**config.mk**
```make
export PLATFORM = sky130hd
export DESIGN_NAME = cache_miss_handler
export DESIGN_NICKNAME = d
export VERILOG_FILES = /design/src/rtl/cache_miss_handler.sv
export SDC_FILE = /design/constraint.sdc
export NUM_CORES = 1
export LEC_CHECK = 0
export CAP_MARGIN = 20
export CORE_MARGIN = 3
export CORE_UTILIZATION = 30
export CTS_CLUSTER_DIAMETER = 60
export DETAILED_ROUTE_END_ITERATION = 16
export GPL_TIMING_DRIVEN = 0
export SLEW_MARGIN = 10
export SYNTH_ARGS = -nofsm -noshare
export SYNTH_HDL_FRONTEND = slang
export SYNTH_SLANG_ARGS = --single-unit
export TNS_END_PERCENT = 50
```
**constraint.sdc**
```tcl
create_clock -name clk -period 3.08 [get_ports clk]
set_clock_uncertainty 0.15 [all_clocks]
set_input_delay 0.616 -clock clk [delete_from_list [all_inputs] [get_ports clk]]
set_output_delay 0.616 -clock clk [all_outputs]
set_load 0.005 [all_outputs]
```
**src/rtl/cache_miss_handler.sv**
```systemverilog
// Blocking miss handler for a direct-mapped, write-through cache: a read miss
// fetches one word and installs it, and a store is written through to memory.
module cache_miss_handler #(
  parameter int DATA_WIDTH = 32,
  parameter int TAG_WIDTH  = 27,
  parameter int SET_WIDTH  = 3,
  parameter int TIMEOUT    = 255
) (
  input  logic                  clk,
  input  logic                  rst,
  input  logic                  rd_miss,
  input  logic                  wr_req,
  input  logic [DATA_WIDTH-1:0] cpu_addr,
  input  logic [DATA_WIDTH-1:0] cpu_wdata,
  input  logic                  mem_ack,
  input  logic [DATA_WIDTH-1:0] mem_rdata,
  output logic                  stall,
  output logic                  mem_req,
  output logic                  mem_we,
  output logic [DATA_WIDTH-1:0] mem_addr,
  output logic [DATA_WIDTH-1:0] mem_wdata,
  output logic                  fill_en,
  output logic [SET_WIDTH-1:0]  fill_set,
  output logic [TAG_WIDTH-1:0]  fill_tag,
  output logic [DATA_WIDTH-1:0] fill_data,
  output logic                  err
);

  typedef enum logic [2:0] {
    IDLE,
    READ,
    WRITE,
    FILL,
    ERR
  } state_t;

  localparam logic [7:0] TIMEOUT_CNT = 8'(TIMEOUT);

  state_t                state_q, state_d;
  logic [7:0]            cnt_q, cnt_d;
  logic                  mem_req_q, mem_req_d;
  logic                  mem_we_q, mem_we_d;
  logic [DATA_WIDTH-1:0] mem_addr_q, mem_addr_d;
  logic [DATA_WIDTH-1:0] mem_wdata_q, mem_wdata_d;
  logic                  fill_en_q, fill_en_d;
  logic [SET_WIDTH-1:0]  fill_set_q, fill_set_d;
  logic [TAG_WIDTH-1:0]  fill_tag_q, fill_tag_d;
  logic [DATA_WIDTH-1:0] fill_data_q, fill_data_d;
  logic                  err_q, err_d;

  // Byte offset is dropped: memory is accessed a word at a time.
  logic unused_byte_offset;
  assign unused_byte_offset = ^cpu_addr[1:0];

  always_comb begin
    state_d     = state_q;
    cnt_d       = cnt_q;
    mem_req_d   = mem_req_q;
    mem_we_d    = mem_we_q;
    mem_addr_d  = mem_addr_q;
    mem_wdata_d = mem_wdata_q;
    fill_en_d   = 1'b0;
    fill_set_d  = fill_set_q;
    fill_tag_d  = fill_tag_q;
    fill_data_d = fill_data_q;
    err_d       = err_q;

    case (state_q)
      IDLE: begin
        // Read wins a simultaneous request; the held store is taken later.
        if (rd_miss) begin
          state_d    = READ;
          cnt_d      = '0;
          mem_req_d  = 1'b1;
          mem_we_d   = 1'b0;
          mem_addr_d = {cpu_addr[DATA_WIDTH-1:2], 2'b00};
        end else if (wr_req) begin
          state_d     = WRITE;
          cnt_d       = '0;
          mem_req_d   = 1'b1;
          mem_we_d    = 1'b1;
          mem_addr_d  = {cpu_addr[DATA_WIDTH-1:2], 2'b00};
          mem_wdata_d = cpu_wdata;
        end
      end
      READ: begin
        if (mem_ack) begin
          state_d     = FILL;
          mem_req_d   = 1'b0;
          fill_en_d   = 1'b1;
          fill_set_d  = mem_addr_q[2 +: SET_WIDTH];
          fill_tag_d  = mem_addr_q[SET_WIDTH+2 +: TAG_WIDTH];
          fill_data_d = mem_rdata;
        end else if (cnt_q == TIMEOUT_CNT) begin
          state_d   = ERR;
          mem_req_d = 1'b0;
          err_d     = 1'b1;
        end else begin
          cnt_d = cnt_q + 8'd1;
        end
      end
      WRITE: begin
        if (mem_ack) begin
          state_d   = IDLE;
          mem_req_d = 1'b0;
          mem_we_d  = 1'b0;
        end else if (cnt_q == TIMEOUT_CNT) begin
          state_d   = ERR;
          mem_req_d = 1'b0;
          mem_we_d  = 1'b0;
          err_d     = 1'b1;
        end else begin
          cnt_d = cnt_q + 8'd1;
        end
      end
      FILL: begin
        state_d = IDLE;
      end
      ERR: begin
        err_d = 1'b1;
      end
      default: begin
        state_d = IDLE;
      end
    endcase
  end

  always_ff @(posedge clk) begin
    if (rst) begin
      state_q     <= IDLE;
      cnt_q       <= '0;
      mem_req_q   <= 1'b0;
      mem_we_q    <= 1'b0;
      mem_addr_q  <= '0;
      mem_wdata_q <= '0;
      fill_en_q   <= 1'b0;
      fill_set_q  <= '0;
      fill_tag_q  <= '0;
      fill_data_q <= '0;
      err_q       <= 1'b0;
    end else begin
      state_q     <= state_d;
      cnt_q       <= cnt_d;
      mem_req_q   <= mem_req_d;
      mem_we_q    <= mem_we_d;
      mem_addr_q  <= mem_addr_d;
      mem_wdata_q <= mem_wdata_d;
      fill_en_q   <= fill_en_d;
      fill_set_q  <= fill_set_d;
      fill_tag_q  <= fill_tag_d;
      fill_data_q <= fill_data_d;
      err_q       <= err_d;
    end
  end

  // Stall is raised combinationally so the request cycle itself is held.
  assign stall     = (state_q != IDLE) | rd_miss | wr_req;
  assign mem_req   = mem_req_q;
  assign mem_we    = mem_we_q;
  assign mem_addr  = mem_addr_q;
  assign mem_wdata = mem_wdata_q;
  assign fill_en   = fill_en_q;
  assign fill_set  = fill_set_q;
  assign fill_tag  = fill_tag_q;
  assign fill_data = fill_data_q;
  assign err       = err_q;

endmodule
```
==> key figures, run 1 <==
Status
  – Status: finished, final reports clean

Setup path
  – CP required: 2.31 ns
  – Crit. End Element: primary output
  – CP Data Arrival Time: 1.88 ns
  – Max FO, Critical Path: 4
  – Worst setup SP type: primary input
  – WS Path Type: primary input to primary output

Clock network
  – Clock latency on the worst-skew pair: 0.41 ns
  – PostCTS Resize Cnt: 0
  – H-Tree Depth: 4
  – Clock Pin Slew Worst Setup and Hold Paths: 0.06 ns
  – Setup bufs post-CTS: 0
  – TritonCTS Buffers: 17
  – Root buf cell: clkbuf_16
  – CTS sink cnt: 139
  – CTS Hold Bufs: 0
  – Clock Path Buffers: 2
  – CTS tree: done

Floorplanning
  – Die height: 135 um
  – Core box area: 16100 um2
  – I/O Pins: 232
  – Die ar.: 18100 um2
  – Die W: 135 um
  – Rows: 46
  – Initial core utilization: 30.9%

STA
  – Slew @ Worst Pin: 0.632 ns
  – Final Hold Slack: 0.299 ns
  – Max-slew violation count: 0
  – Final hold violations: 0
  – Slew HR: 57.9%
  – Final setup vio count: 0
  – Minimum clock period: 2.64 ns
  – Setup TNS Final: 0 ns
  – Worst setup margin: 0.438 ns
  – Fin crit share: 85.8%
  – Fmax: 0.378 GHz
  – RSZ-0062 raised after global routing: no

Global routing
  – Number of global-route vias before repair: 4739
  – Largest net degree at the start of global routing: 17
  – Total GRT Usage: 18.1%
  – First-pass GRT wire length: 25.9 mm
  – Initial antenna violation count: 0
  – GRT Residual Overflow: 0

Power and ir drop
  – Peak VDD IR: 0.405 mV
  – Leakage dissipation: 2.87 nW
  – P per Cell Area: 580 nW/um2

Synth
  – Yosys reg bits: 139
  – Area leader, netlist: dfxtp_1
  – Synth Warn #: 0
  – Async set or reset register ratio after synthesis: 0%
  – Ys flop type: dfxtp_1
  – Top cells by area, synth: dfxtp_1, nand2_1, a21oi_1
  – Area fraction of the dominant cell type after synthesis: 56.0%
  – Synth cell types: 37
  – Number of synthesized flops with an enable pin: 0
  – Syn avg cell area: 7.93 um2
  – Post-Syn Area: 4970 um2
  – Sequential area share after synthesis: 56.0%
  – Cells after synthesis: 626

Drt
  – Vias per cell: 4.44
  – Pre-Repair DR Iteration Count: 4
  – Avg WL per Cell: 15.0 um
  – Initial DRC Count: 223
  – Drt total wl: 16.6 mm
  – Routed Antenna Nets: 0
  – Vias post-DR: 4892
  – DRC: 0

Finish
  – Commonest non-fill, non-tap cells in the layout: nand2_1, clkdlybuf4s50_1, dfxtp_1
  – Layout cell share with drive strength beyond 1: 4.97%
  – Most common cell after layout, fill and taps aside: nand2_1
  – Layout Area Growth over Synthesis: 63.5%
  – Number of diodes: 0
  – Final nets: 974

Placement
  – Port Buf Inserts: 226
  – GP Congestion: 0.745
  – Dpl ws: 0.340 ns
  – DPL Wire Length: 12.5 mm

Run
  – Max-cap violation count: 0

Hold path
  – Hold Path Class: flip-flop to flip-flop
==> area by class of cell <==
type                       instances  area, um2
timing repair buffer             226       2260
inverter                           1       3.75
clock buffer                      19        443
multi-input combinational        440       1980
buffer                            47        203
tap                              216        270
sequential                       139       2780
fill                            1587       7940
clock inverter                    13        174
==> cells by family after synthesis <==
family	after synthesis	share of synthesized area [%]
AO/OA/AOI/OAI	144	15.2
XOR/XNOR	4	0.705
adder cells (fa/ha/maj)	1	0.252
buffers and inverters	48	4.16
flip-flops	139	56.0
multiplexers	1	0.202
other	1	0.0755
AND/OR/NAND/NOR	288	23.4
==> sequential cells by signal (all words and copies together), names as in the netlist <==
name / flops
fill_tag: 27
fill_set: 3
mem_we: 1
mem_req: 1
fill_en: 1
cnt_q: 8
mem_wdata: 32
fill_data: 32
state_q: 3
mem_addr: 30
err: 1
==> through the flow <==
step,total power [mW],util [%],std cells,instance area (um2)
after floorplan,2.22,-,627,4970
after global placement,2.61,46.7,1069,7500
after detailed placement,2.62,46.7,1069,7500
after CTS,4.78,50.6,1101,8120
after global routing,4.92,50.6,1101,8120
final,4.71,50.6,1101,8120
==> per-layer routing <==
metal / wire length (um) / global-route usage [%]
met1: 7510 / 23.3
met3: 909 / 5.29
met5: 0 / 0
met4: 286 / 6.17
met2: 7870 / 29.2
==> where the power goes <==
group | internal (mW) | switching [mW]
Sequential | 1.89 | 0.0539
Combinational | 0.338 | 0.292
Clock | 1.37 | 0.768
Total | 3.59 | 1.11
==> synth_stat cells, drive strengths merged (2+ instances only) <==
cell type,number
or3,2
buf,7
or4,2
nand2,250
xor2,4
clkbuf,40
o21ai,4
and2,2
dfxtp,139
nor2,17
o211ai,3
and3,5
a21oi,132
nand3,3
==> worst paths after layout <==
check / slack (ns) / startpoint / to / depth (start not counted)
setup / recovery: 0.44 / rd_miss / stall / 4
hold / removal: 0.30 / err / err / 2
setup reg to reg: 1.03 / state_q[0] / mem_addr[27] / 6
hold reg to reg: 0.30 / err / err / 2
==> critical path: stages <==
cell and delay (ns):
clkdlybuf4s50_1 0.46, nor2_1 0.22, nand3b_1 0.11, clkdlybuf4s50_1 0.47
No activity file was read; power rests on OpenSTA's default activity.
==> run 2: changes to the inputs <==
Settings changed: CORE_ASPECT_RATIO set to 2.
==> key figures, run 2 (same netlist as run 1, synthesis figures left out) <==
Global routing
  – Initial antenna violation count: 0 (unchanged)
  – Largest net degree at the start of global routing: 17 (unchanged)
  – Number of global-route vias before repair: 4889 (was 4739)
  – GRT Residual Overflow: 0 (unchanged)
  – First-pass GRT wire length: 26.2 mm (was 25.9 mm)
  – Total GRT Usage: 18.4% (was 18.1%)

Power and ir drop
  – Seq pwr share: 40.3% (was 41.2%)
  – P per Cell Area: 592 nW/um2 (was 580 nW/um2)
  – Logic pwr share: 13.2% (was 13.4%)
  – Peak VDD IR: 0.356 mV (was 0.405 mV)
  – Leakage dissipation: 2.88 nW (was 2.87 nW)
  – Internal power: 3.70 mW (was 3.59 mW)
  – P_sw: 1.12 mW (was 1.11 mW)
  – Clk pwr share: 46.5% (was 45.4%)
  – Sw frac: 23.2% (was 23.7%)

Clock network
  – Clock Path Buffers: 2 (unchanged)
  – H-Tree Depth: 4 (unchanged)
  – TritonCTS Buffers: 17 (unchanged)
  – Clock Pin Slew Worst Setup and Hold Paths: 0.06 ns (about the same)
  – Root buf cell: clkbuf_16 (unchanged)
  – CTS Hold Bufs: 0 (unchanged)
  – CTS tree: done (unchanged)
  – Setup bufs post-CTS: 0 (unchanged)
  – PostCTS Resize Cnt: 0 (unchanged)
  – CTS sink cnt: 139 (unchanged)
  – Clock latency on the worst-skew pair: 0.42 ns (was 0.41 ns)

STA
  – Minimum clock period: 2.64 ns (about the same)
  – Fmax: 0.378 GHz (about the same)
  – Final hold violations: 0 (unchanged)
  – Slew @ Worst Pin: 0.596 ns (was 0.632 ns)
  – Fin crit share: 85.8% (about the same)
  – Slew HR: 60.3% (was 57.9%)
  – Setup TNS Final: 0 ns (unchanged)
  – Worst setup margin: 0.436 ns (was 0.438 ns)
  – RSZ-0062 raised after global routing: no (unchanged)
  – Final setup vio count: 0 (unchanged)
  – Max-slew violation count: 0 (unchanged)

Setup path
  – Reg2Reg Capture Point: fill_tag[18] (was mem_addr[27])
  – CP required: 2.31 ns (about the same)
  – WS Path Type: primary input to primary output (unchanged)
  – Worst setup SP type: primary input (unchanged)
  – Crit Reg-Reg Startpoint: state_q[2] (was state_q[0])
  – CP Launch Point: rd_miss (unchanged)
  – R2r setup slk: 0.98 ns (was 1.03 ns)
  – Crit. End Element: primary output (unchanged)
  – Max FO, Critical Path: 4 (unchanged)
  – R2R cell count: 6 (unchanged)
  – Crit path capture: stall (unchanged)
  – CP Data Arrival Time: 1.88 ns (about the same)

Status
  – Status: finished, final reports clean (unchanged)

Drt
  – Avg WL per Cell: 15.5 um (was 15.0 um)
  – Vias post-DR: 4974 (was 4892)
  – DRC: 0 (unchanged)
  – Routed Antenna Nets: 0 (unchanged)
  – Initial DRC Count: 146 (was 223)
  – Vias per cell: 4.57 (was 4.44)
  – Pre-Repair DR Iteration Count: 4 (unchanged)
  – Drt total wl: 16.9 mm (was 16.6 mm)

Hold path
  – Worst hold stages: 2 (unchanged)
  – Min-delay src: mem_wdata[13] (was err)
  – Hold Path Class: flip-flop to flip-flop (unchanged)

Floorplanning
  – Die height: 188 um (was 135 um)
  – Die ar.: 18200 um2 (was 18100 um2)
  – I/O Pins: 232 (unchanged)
  – Initial core utilization: 30.5% (was 30.9%)
  – Core box area: 16300 um2 (was 16100 um2)
  – Die W: 97.0 um (was 135 um)
  – Rows: 66 (was 46)

Finish
  – Number of diodes: 0 (unchanged)
  – Layout cell share with drive strength beyond 1: 4.97% (unchanged)
  – Layout Area Growth over Synthesis: 63.9% (was 63.5%)
  – Reg area: 2780 um2 (unchanged)
  – Fill count: 1584 (was 1587)
  – Most common cell after layout, fill and taps aside: nand2_1 (unchanged)
  – Final nets: 974 (unchanged)
  – Multi-input gate area: 1980 um2 (unchanged)
  – Commonest non-fill, non-tap cells in the layout: nand2_1, clkdlybuf4s50_1, dfxtp_1 (unchanged)

Placement
  – Port Buf Inserts: 226 (unchanged)
  – DPL Wire Length: 13.0 mm (was 12.5 mm)
  – GP Congestion: 0.814 (was 0.745)
  – Dpl ws: 0.281 ns (was 0.340 ns)

Run
  – Max-cap violation count: 0 (unchanged)
run 2: cell types whose count changed in the layout (fill, tap and decap cells not counted), sizes merged:
cell / previous run / this run
bufinv: 4 / 5
clkbuf: 59 / 60
clkinv: 7 / 5
run 2: metrics by stage:
stage / std cells / hold WS [ns] / utilization, % / instance area [um2] / total power, mW
floorplan: 627 / 0.292 / - / 4970 / 2.22
global placement: 1057 / 0.288 / 46.0 / 7490 / 2.62
detailed placement: 1057 / 0.295 / 46.0 / 7490 / 2.63
CTS: 1089 / 0.303 / 50.0 / 8140 / 4.89
global route: 1089 / 0.320 / 50.0 / 8140 / 5.02
finish: 1089 / 0.301 / 50.0 / 8140 / 4.82
run 2: critical path: stages:
cell and delay [ns]:
clkdlybuf4s50_1 0.46, nor2_1 0.22, nand3b_1 0.11, clkdlybuf4s50_1 0.47
run 2: layout make-up:
| class | instances | share of cell area (%) |
|---|---|---|
| sequential | 139 | 34.2 |
| timing repair buffer | 226 | 27.8 |
| multi-input combinational | 440 | 24.4 |
| clock buffer | 20 | 5.61 |
| tap | 204 | 3.14 |
| buffer | 47 | 2.49 |
| clock inverter | 12 | 2.38 |
| inverter | 1 | 0.0461 |
run 2: worst min path at each step:
stage,end
floorplan,err
global placement,err
detailed placement,fill_tag[15]
CTS,mem_wdata[29]
global route,fill_data[26]
finish,mem_wdata[13]
run 2: power groups by stage:
| stage | Combinational [mW] | Sequential, mW | Clock [mW] |
|---|---|---|---|
| 3_3_place_gp | 0.643 | 1.98 | 0 |
| 5_1_grt | 0.694 | 1.95 | 2.38 |
| 2_1_floorplan | 0.242 | 1.98 | 0 |
| 3_5_place_dp | 0.646 | 1.98 | 0 |
| 6_report | 0.636 | 1.94 | 2.24 |
| 4_1_cts | 0.649 | 1.94 | 2.30 |
run 2: layer usage:
layer | global-route usage [%] | routed length (um) | up-vias | share of wire, %
met5 | 0 | 0 | - | 0
met4 | 8.22 | 543 | 0 | 3.2
met3 | 4.80 | 870 | 31 | 5.2
met2 | 35.4 | 9490 | 154 | 56
met1 | 17.9 | 5950 | 2257 | 35
li1 | - | - | 2532 | -
